<file path="src/rtl/seg7_pkg.sv">
// Shared seven-segment definitions: glyph table, widths, read-back FSM states.
// Used by the display encoder and by the seg7_readback monitor.
package seg7_pkg;

  localparam int DIGITS = 6;
  localparam int SEG_W  = 7;
  localparam int NIB_W  = 4;
  localparam int VAL_W  = DIGITS * NIB_W;

  // Active-low {g,f,e,d,c,b,a}, indexed by hex value
  localparam logic [SEG_W-1:0] SEG7_GLYPH [16] = '{
    7'b1000000, 7'b1111001, 7'b0100100, 7'b0110000,
    7'b0011001, 7'b0010010, 7'b0000010, 7'b1111000,
    7'b0000000, 7'b0011000, 7'b0001000, 7'b0000011,
    7'b1000110, 7'b0100001, 7'b0000110, 7'b0001110
  };

  // x^24+x^23+x^22+x^17+1 feedback taps on bits 23,22,21,16
  localparam logic [VAL_W-1:0] SEG7_MISR_TAPS = 24'hE10000;

  typedef enum logic {
    IDLE = 1'b0,
    HOLD = 1'b1
  } rb_state_e;

  function automatic logic [SEG_W-1:0] seg7_encode(
    input logic [NIB_W-1:0] n
  );
    return SEG7_GLYPH[n];
  endfunction

endpackage

</file>
<file path="src/rtl/seg7_readback_if.sv">
// Single-entry valid/ready output bundle of the read-back monitor.
// master = monitor side, slave = consumer side.
interface seg7_readback_if
  import seg7_pkg::*;
  ();

  logic              valid;
  logic              ready;
  logic [VAL_W-1:0]  value;
  logic [DIGITS-1:0] digit_err;
  logic              err;

  modport master (
    output valid,
    output value,
    output digit_err,
    output err,
    input  ready
  );

  modport slave (
    input  valid,
    input  value,
    input  digit_err,
    input  err,
    output ready
  );

endinterface

</file>
<file path="src/rtl/seg7_glyph_decode.sv">
// Inverse of the glyph table: 7-bit pattern -> nibble.
// Unknown patterns give nibble 0 with err set.
module seg7_glyph_decode
  import seg7_pkg::*;
(
  input  logic [SEG_W-1:0] pattern_i,
  output logic [NIB_W-1:0] nibble_o,
  output logic             err_o
);

  // Reverse lookup; glyphs are unique so at most one hit
  always_comb begin
    nibble_o = '0;
    err_o    = 1'b1;
    for (int i = 0; i < 16; i++) begin
      if (pattern_i == SEG7_GLYPH[i]) begin
        nibble_o = NIB_W'(i);
        err_o    = 1'b0;
      end
    end
  end

endmodule

</file>
<file path="src/rtl/seg7_readback.sv">
// Seven-segment read-back monitor: stability filter, glyph decode, 1-entry output.
// Optional signature register enabled by defining SEG7_RB_MISR_EN.
module seg7_readback
  import seg7_pkg::*;
#(
  parameter  int STABLE_CYCLES = 4,
  localparam int CNT_W = $clog2(STABLE_CYCLES + 1)
) (
  input  logic                    clk_i,
  input  logic                    rst_i,
  input  logic                    en_i,
  input  logic [DIGITS*SEG_W-1:0] segments_i,
  seg7_readback_if.master         out_if,
  output logic                    stable_o,
  output logic                    overrun_o
`ifdef SEG7_RB_MISR_EN
  ,
  output logic [VAL_W-1:0]        misr_o
`endif
);

  localparam logic [CNT_W-1:0] CNT_MAX = CNT_W'(STABLE_CYCLES);
  localparam logic [CNT_W-1:0] CNT_CAP = CNT_W'(STABLE_CYCLES - 1);

  logic [DIGITS*SEG_W-1:0] seg_q;
  logic [CNT_W-1:0]        cnt;
  logic                    match;
  logic                    capture;

  rb_state_e state;
  rb_state_e state_nxt;

  logic load;
  logic drop;
  logic accept;

  logic [VAL_W-1:0]  dec_value;
  logic [DIGITS-1:0] dec_err;
  logic [VAL_W-1:0]  value_q;
  logic [DIGITS-1:0] err_q;

  assign match    = (segments_i == seg_q);
  assign capture  = en_i & match & (cnt == CNT_CAP);
  assign stable_o = (cnt == CNT_MAX);

  // Sample the bus every cycle, enable or not
  always_ff @(posedge clk_i or posedge rst_i) begin
    if (rst_i) seg_q <= '0;
    else       seg_q <= segments_i;
  end

  // Count matching samples; saturate so one stable period captures once
  always_ff @(posedge clk_i or posedge rst_i) begin
    if (rst_i) begin
      cnt <= '0;
    end else if (!en_i || !match) begin
      cnt <= '0;
    end else if (cnt != CNT_MAX) begin
      cnt <= cnt + 1'b1;
    end
  end

  for (genvar d = 0; d < DIGITS; d++) begin : g_dec
    seg7_glyph_decode u_dec (
      .pattern_i (segments_i[d*SEG_W +: SEG_W]),
      .nibble_o  (dec_value[d*NIB_W +: NIB_W]),
      .err_o     (dec_err[d])
    );
  end

  // FSM state register
  always_ff @(posedge clk_i or posedge rst_i) begin
    if (rst_i) state <= IDLE;
    else       state <= state_nxt;
  end

  // FSM next state
  always_comb begin
    state_nxt = state;
    unique case (state)
      IDLE: if (capture) state_nxt = HOLD;
      HOLD: if (out_if.ready && !capture) state_nxt = IDLE;
      default: state_nxt = IDLE;
    endcase
  end

  // FSM outputs: hand-off strobes and valid
  always_comb begin
    load         = 1'b0;
    drop         = 1'b0;
    accept       = 1'b0;
    out_if.valid = 1'b0;
    unique case (state)
      IDLE: load = capture;
      HOLD: begin
        out_if.valid = 1'b1;
        accept       = out_if.ready;
        load         = capture & out_if.ready;
        drop         = capture & ~out_if.ready;
      end
      default: ;
    endcase
  end

  // Output word; held untouched while waiting for the consumer
  always_ff @(posedge clk_i or posedge rst_i) begin
    if (rst_i) begin
      value_q <= '0;
      err_q   <= '0;
    end else if (load) begin
      value_q <= dec_value;
      err_q   <= dec_err;
    end
  end

  // Sticky flag for a word lost to a full buffer
  always_ff @(posedge clk_i or posedge rst_i) begin
    if (rst_i)     overrun_o <= 1'b0;
    else if (drop) overrun_o <= 1'b1;
  end

  assign out_if.value     = value_q;
  assign out_if.digit_err = err_q;
  assign out_if.err       = |err_q;

`ifdef SEG7_RB_MISR_EN
  logic [VAL_W-1:0] misr_q;

  // Signature over accepted words only
  always_ff @(posedge clk_i or posedge rst_i) begin
    if (rst_i) begin
      misr_q <= '0;
    end else if (accept) begin
      misr_q <= {misr_q[VAL_W-2:0], ^(misr_q & SEG7_MISR_TAPS)}
              ^ value_q;
    end
  end

  assign misr_o = misr_q;
`else
  logic unused_accept;
  assign unused_accept = accept;
`endif

endmodule

</file>
<file path="src/flat_wrapper.sv">
// flat-port wrapper written by rule: the top's interface ports become plain ports
module seg7_readback_flat import seg7_pkg::*;
#(
  parameter  int STABLE_CYCLES = 4,
  localparam int CNT_W = $clog2(STABLE_CYCLES + 1)
)
  (clk_i, rst_i, en_i, segments_i, stable_o, overrun_o, out_if_valid, out_if_value, out_if_digit_err, out_if_err, out_if_ready);
  seg7_readback_if out_if_i ();
  input  logic clk_i;
  input  logic rst_i;
  input  logic en_i;
  input  logic [DIGITS*SEG_W-1:0] segments_i;
  output logic stable_o;
  output logic overrun_o;
  output wire logic [$bits(out_if_i.valid)-1:0] out_if_valid;
  output wire logic [$bits(out_if_i.value)-1:0] out_if_value;
  output wire logic [$bits(out_if_i.digit_err)-1:0] out_if_digit_err;
  output wire logic [$bits(out_if_i.err)-1:0] out_if_err;
  input wire logic [$bits(out_if_i.ready)-1:0] out_if_ready;
  assign out_if_valid = out_if_i.valid;
  assign out_if_value = out_if_i.value;
  assign out_if_digit_err = out_if_i.digit_err;
  assign out_if_err = out_if_i.err;
  assign out_if_i.ready = out_if_ready;
  seg7_readback #(.STABLE_CYCLES(STABLE_CYCLES)) u_core (.clk_i(clk_i), .rst_i(rst_i), .en_i(en_i), .segments_i(segments_i), .out_if(out_if_i), .stable_o(stable_o), .overrun_o(overrun_o));
endmodule
</file>
<file path="config.mk">
export PLATFORM = sky130hd
export DESIGN_NAME = seg7_readback_flat
export DESIGN_NICKNAME = d
export VERILOG_FILES = /design/src/rtl/seg7_pkg.sv /design/src/rtl/seg7_readback_if.sv /design/src/rtl/seg7_glyph_decode.sv /design/src/rtl/seg7_readback.sv /design/src/flat_wrapper.sv
export SDC_FILE = /design/constraint.sdc
export NUM_CORES = 1
export LEC_CHECK = 0
export CAP_MARGIN = 20
export CELL_PAD_IN_SITES_DETAIL_PLACEMENT = 1
export CELL_PAD_IN_SITES_GLOBAL_PLACEMENT = 2
export CORE_MARGIN = 3
export CORE_UTILIZATION = 37
export CTS_BUF_LIST = sky130_fd_sc_hd__clkbuf_4
export CTS_CLUSTER_SIZE = 16
export DETAILED_ROUTE_END_ITERATION = 7
export PLACE_DENSITY_LB_ADDON = 0.1
export RECOVER_POWER = 50
export SLEW_MARGIN = 0
export SYNTH_ARGS = -nofsm -noshare
export SYNTH_HDL_FRONTEND = slang
export SYNTH_SLANG_ARGS = --single-unit
</file>
<file path="constraint.sdc">
create_clock -name clk_i -period 3.8 [get_ports clk_i]
set_input_delay 0.95 -clock clk_i [delete_from_list [all_inputs] [get_ports clk_i]]
set_output_delay 0.95 -clock clk_i [all_outputs]
set_load 0.02 [all_outputs]
</file>
; After elaboration in Yosys (flattened, before gate mapping)
; Index checks and enable logic that the tools add are counted.
[totals]
output_inout_bits = 34
word_cells = 314
regBits = 77
[op_classes]
mux = 194
bitwise = 6
n_reduce_logical = 13
eq_ne = 94
add_sub_neg = 1
[ops]
columns = operator, count
row1 = $mux 4, 84
row2 = $eq 7x7->1 const B, 24
row3 = $eq 7x5->1 const B, 18
row4 = $eq 7x6->1 const B, 18
row5 = $mux 1, 106
row6 = $eq 7x2->1 const B, 12
row7 = $eq 7x4->1 const B, 12
row8 = $eq 42x42->1, 1
row9 = $eq 7x3->1 const B, 6
row10 = $logic_not 7->1, 6
row11 = $mux 3, 2
row12 = $reduce_or 6->1, 1
row13 = $and 1x1->1, 4
row14 = $pmux 1 s2, 2
row15 = $add 3x1->3 const B, 1
row16 = $eq 3x2->1 const B, 1
row17 = $eq 3x3->1 const B, 1
row18 = $logic_not 1->1, 3
row19 = $ne 3x3->1 const B, 1
row20 = $not 1->1, 2
row21 = $reduce_bool 2->1, 1
row22 = $logic_and 1x1->1, 1
row23 = $logic_or 1x1->1, 1

; Longest topological paths before layout
[depth]
depth_word = 17
depth_mapped = 8
ltp_nobuf = 6

; By module
; Synthesis repeated with hierarchy kept, for this count alone.
[hier_totals]
hier_cells = 497
hier_area_um2 = 5056.1
[modules_own_cells]
columns = module, area_per_inst_um2, cells_each, instances
row1 = seg7_readback, 3081.7, 197, 1
row2 = seg7_glyph_decode, 329.1, 50, 6

; Worst setup path before layout
; OpenSTA, ideal clock, no wires.
[synth_path]
path_kind = input-to-reg
start = input segments_i[29]
end = register u_core.err_q[1], in the netlist u_core.out_if.digit_err[1]
setup_slack_ps = 1107
path_stages = 8
path_buffers = 2
arrival_time_ps = 2568
path_cell_list = buf_6 xnor2_4 nand4_1 nor4b_2 nand2_1 nor4_4 buf_6 mux2_4
[synth_via]
elab_chain_cells = 5
[synth_rtl]
columns = item, line_no
row1 = from (decl), flat_wrapper.sv:12  ; input logic [DIGITS*SEG_W-1:0] segments_i;
row2 = $eq 42x42->1 *, seg7_readback.sv:42  ; assign match = (segments_i == seg_q);
row3 = $and 1x1->1 * (2 in series), seg7_readback.sv:43  ; assign capture = en_i & match & (cnt == CNT_CAP);
row4 = $and 1x1->1, seg7_readback.sv:98  ; load = capture & out_if.ready;
row5 = $pmux 1 s2 *, seg7_readback.sv:93  ; unique case (state)
row6 = to (signal assigned), seg7_readback.sv:112  ; err_q <= dec_err;
row7 = to (decl), seg7_readback.sv:40  ; logic [DIGITS-1:0] err_q;
; Mark *: on every way between the ends. The rest lies on a longest branch, timed or not.
; A chain may end at the register's enable or synchronous reset.

; Worst setup path in the final report
[layout_path]
start = register u_core.err_q[2], in the netlist u_core.out_if.digit_err[2]
end = output out_if_err
[layout_via]
elab_chain_cells = 1
[layout_rtl]
columns = item, line_no
row1 = $reduce_or 6->1, seg7_readback.sv:124  ; assign out_if.err = |err_q;
row2 = to (decl), flat_wrapper.sv:18  ; output wire logic [$bits(out_if_i.err)-1:0] out_if_err;
; No other way between the ends.

==> run summary <==
Remaining routing DRC violations: 0. In this run the clock root is driven by a clkbuf_4. The final total negative setup slack was 0 ns; the post-synthesis compound-gate area fraction was 14.2%. Buffers added to address setup during post-CTS repair amount to 0. During placement, the flow inserted port buffers numbering 79. The cell taking the most area after synthesis was dfrtp_1. The largest net degree at the start of global routing is 31, and the share of the clock period used by the worst path after layout is 85.1%. From synthesis to final layout, the design area changed by 22.2%.

The die covers 15,400 um^2. The final number of max-transition violations was 0; the overall power of the completed layout was 1810 uW. The die is 124 um tall. Summing every instance area after synthesis gives 5160 um^2. The slew at the pin closest to its max-slew limit works out to 1.46 ns. In this run the most used layer during global routing was met2. The run gives 2.28 ns as the data arrival time at the worst-slack endpoint. The analysis attributes to net switching a power of 549 uW. Across the run, the number of max-cap violations was 0.

The met2 demand-to-capacity share in global routing is 34.3%, and the core footprint is 13,500 um^2. For the final layout net count, the log shows 693. Combinational logic is responsible for 19.6% of the overall power. In this run the worst path has a maximum fanout of 3. The die is 124 um wide.

The via count is 4,561. The share of the Yosys chip area taken by registers is 37.3%. The tools report the antenna cell count as 0. Setup repair after global routing left no endpoint under its margin.

The detailed router finished its first iteration with 344 violations. Using the TritonRoute via totals, the vias-per-cell ratio works out to 5.53. Nature of the critical path endpoint: an output pin. The mux contribution to synthesized area was 8.85%; the hold-fix buffer count after cts was 0. The largest family of logic cells by synthesized area was simple AND/OR/NAND/NOR gates.

Along the worst hold path, the cell count comes to 2. In this run the power density over the cells is 287 nW/um^2. The min-delay analysis places its worst path in the category reg -> reg.

The logs give 0 for the synthesis warning total and 0 for the number of routed nets with antenna violations. Of the post-synthesis cell area, the dominant cell type holds 37.3%. Counting distinct cell types in the post-synthesis netlist gives 68. The parity-gate share of the synthesized area counting xor and xnor cells works out to 9.65%. The share of synthesized registers carrying an async set or reset was 100%.

Of the total synthesized cell area, the portion taken by full adders, half adders and majority gates is 0.727%. In the synthesized netlist, the number of instances is 559. The number of antenna violations at the first check in global routing is 0, and the clock transition at the registers of the reported paths is 0.14 ns. Counting cells, the worst reg-to-reg path comes to 7. The via count of the first global-routing pass is 4,737, and the average wire per cell in the routed design is 18.6 um. The clock buffer count from CTS is 9. The tools report the worst hold slack as 0.478 ns. Global routing consumed, on the met1 layer, 29.5% of the routing resources. Setup violations remaining at the end of the flow were counted as 0. CTS built an H-tree with a depth of 3. Net switching is 30.3% of the power. The average instance area after synthesis was 9.24 um^2.

Count of state elements after synthesis: 77. The run gives 0 as the total grt overflow. The routed design has 15,400 um of wire. The tools report the number of instances in the placed design as 809. Sequential cells burn 47.1% of the power. In this run the count of I/O pins placed on the die edge is 80.

The number of enable-type register cells in the synthesized netlist is 0. Total iterations of the first detailed-routing run: 5. After clock tree synthesis, the repair step resized 0 gates. For this run, global-route usage on met3 was measured as 4.04%. TritonCTS built the clock tree.

The clock skew was 0.0191 ns; the final non-filler cell total was 825. Of the total synthesized cell area, the portion taken by AND, OR, NAND and NOR gates is 23.6%. The run gives 1260 uW as the internal power summed over all cells. The worst relative slew slack is 2.10%, and the standby leakage power is 0.00244 uW. Static timing analysis puts the maximum clock frequency at 309 MHz. The critical path start-end classification was reg -> out. The worst path in the final design needs a cycle of 3.23 ns, including I/O delays and setup.

The run finished with clean final reports. In this run, the clock network consumes 33.3% of the power. IR analysis of the VDD net gives a maximum drop of 0.226 mV. After synthesis, the cell types taking the most area are dfrtp_1, mux2_4, xnor2_1, nor2_1, nand2b_1. The number of placement rows was 42.

Maximum number of buffers from clock root to sink: 2. The worst setup path is launched from a flip-flop. Among all flip-flop cells after synthesis, the most frequent one is dfrtp_1.

The global router's overall resource usage is 21.1%. The number of nets in the synthesized netlist is 608. For this configuration, the core starts out at a cell density of 38.4%. Detailed placement finished with a half-perimeter wire length of 11,600 um. At the end of routability-driven placement, the weighted congestion stood at 0.857. Share of final-layout standard cells stronger than drive strength 1: 9.24%. Once layout is complete, the utilization of the core stands at 46.9%. The first global-routing pass estimated 25,300 um of wire. The tools report the clock network latency to the later pin of the worst-skew pair as 0.46 ns.

The hold violation total from the final report came out at 0. The sink count of the clock tree is 77, and the data required time of the worst path is 2.85 ns.
[through the flow]
| stage | worst slack, ns | area (um^2) |
|---|---|---|
| after floorplan | 0.883 | 5160 |
| after global placement | 0.407 | 6270 |
| after detailed placement | 0.396 | 6270 |
| after CTS | 0.516 | 6440 |
| after global routing | 0.405 | 6310 |
| final | 0.565 | 6310 |
[metal layers]
layer / wire length (um) / vias up
met5: 0 / -
met4: 148 / 0
met3: 592 / 12
met2: 7390 / 100
met1: 7230 / 2269
li1: - / 2180
[registers in the layout, indices dropped and copies added, names as in the netlist]
name                     flops
u_core.seg_q                42
u_core.out_if.value         24
u_core.out_if.digit_err      6
u_core.cnt                   3
u_core.overrun_o             1
u_core.state                 1
[power groups by stage]
stage               clock network [uW]  registers (uW)  logic (uW)
global placement                     0             868         368
global route                       671             857         393
floorplan                            0             867         221
CTS                                626             854         377
finish                             604             854         355
detailed placement                   0             870         375
[logic make-up (layout without fill, tap and decap cells)]
kind of cell               Yosys count  count (layout)
AOI/OAI and AO/OA                  103             103
xor gates and xnor gates            53              53
adders and majority gates            3               3
buffers and inverters               67             157
DFF                                 77              77
muxes                               32              32
and+or+nand+nor                    224             224
[worst paths after layout]
check,to,from,slack [ns]
worst max-delay path,out_if_err,u_core.out_if.digit_err[2]$_DFFE_PP0P_,0.57
worst min-delay path,u_core.overrun_o$_DFFE_PP0P_,u_core.overrun_o$_DFFE_PP0P_,0.48
worst max register to register,u_core.out_if.value[1]$_DFFE_PP0P_,u_core.seg_q[41]$_DFF_PP0_,1.51
worst min register to register,u_core.overrun_o$_DFFE_PP0P_,u_core.overrun_o$_DFFE_PP0P_,0.48
max in group asynchronous,u_core.seg_q[34]$_DFF_PP0_,rst_i,1.04
min in group asynchronous,u_core.seg_q[22]$_DFF_PP0_,rst_i,1.27
[critical path, stage by stage, from the launching register on]
cell and delay [ns]:
dfrtp_1 0.47, nor4_1 0.66, nand2_1 0.13, clkdlybuf4s50_1 0.57
[cell usage in the layout, fill, tap and decap left out, types with 4 or more instances in the layout]
cell type,instances
nand3_1,18
nand4_1,15
inv_1,19
a211oi_1,6
o21ai_0,10
dlygate4sd3_1,9
mux2i_1,4
nor2b_1,6
o41ai_1,4
nand3b_1,4
nand2_1,42
clkdlybuf4s50_1,70
buf_4,6
xor2_1,16
o22ai_1,4
nor4b_1,7
xnor2_1,34
or3_1,4
nor3b_1,7
nand2b_1,26
clkbuf_4,9
mux2_4,27
nor2_1,45
a21oi_1,20
clkbuf_1,35
nor3_1,22
nor4_1,12
a31oi_1,10
dfrtp_1,77
o32ai_1,8
[layout make-up]
class	instances	area, um^2
Multi-Input combinational cell	415	2940
Inverter	20	76.3
Clock buffer	9	67.6
Clock inverter	7	106
Sequential cell	77	1930
Tap cell	176	220
Timing Repair Buffer	121	972
Fill cell	1598	7140
[synth_stat cells (all sizes together), types with 4 or more instances]
library cell  instances
nor3b                 7
a31oi                10
xor2                 16
o22ai                 4
nand3                18
clkbuf               34
nand2b               26
o21ai                11
nor2                 45
nor3                 22
mux2i                 4
nor4                 13
o32ai                 8
dfrtp                77
xnor2                37
buf                  13
nand3b                4
mux2                 28
nand2                42
a211oi                6
or3                   4
nor2b                 6
nand4                15
o41ai                 4
nor4b                 8
inv                  20
a21oi                20
(Power assumes the default switching activity.)
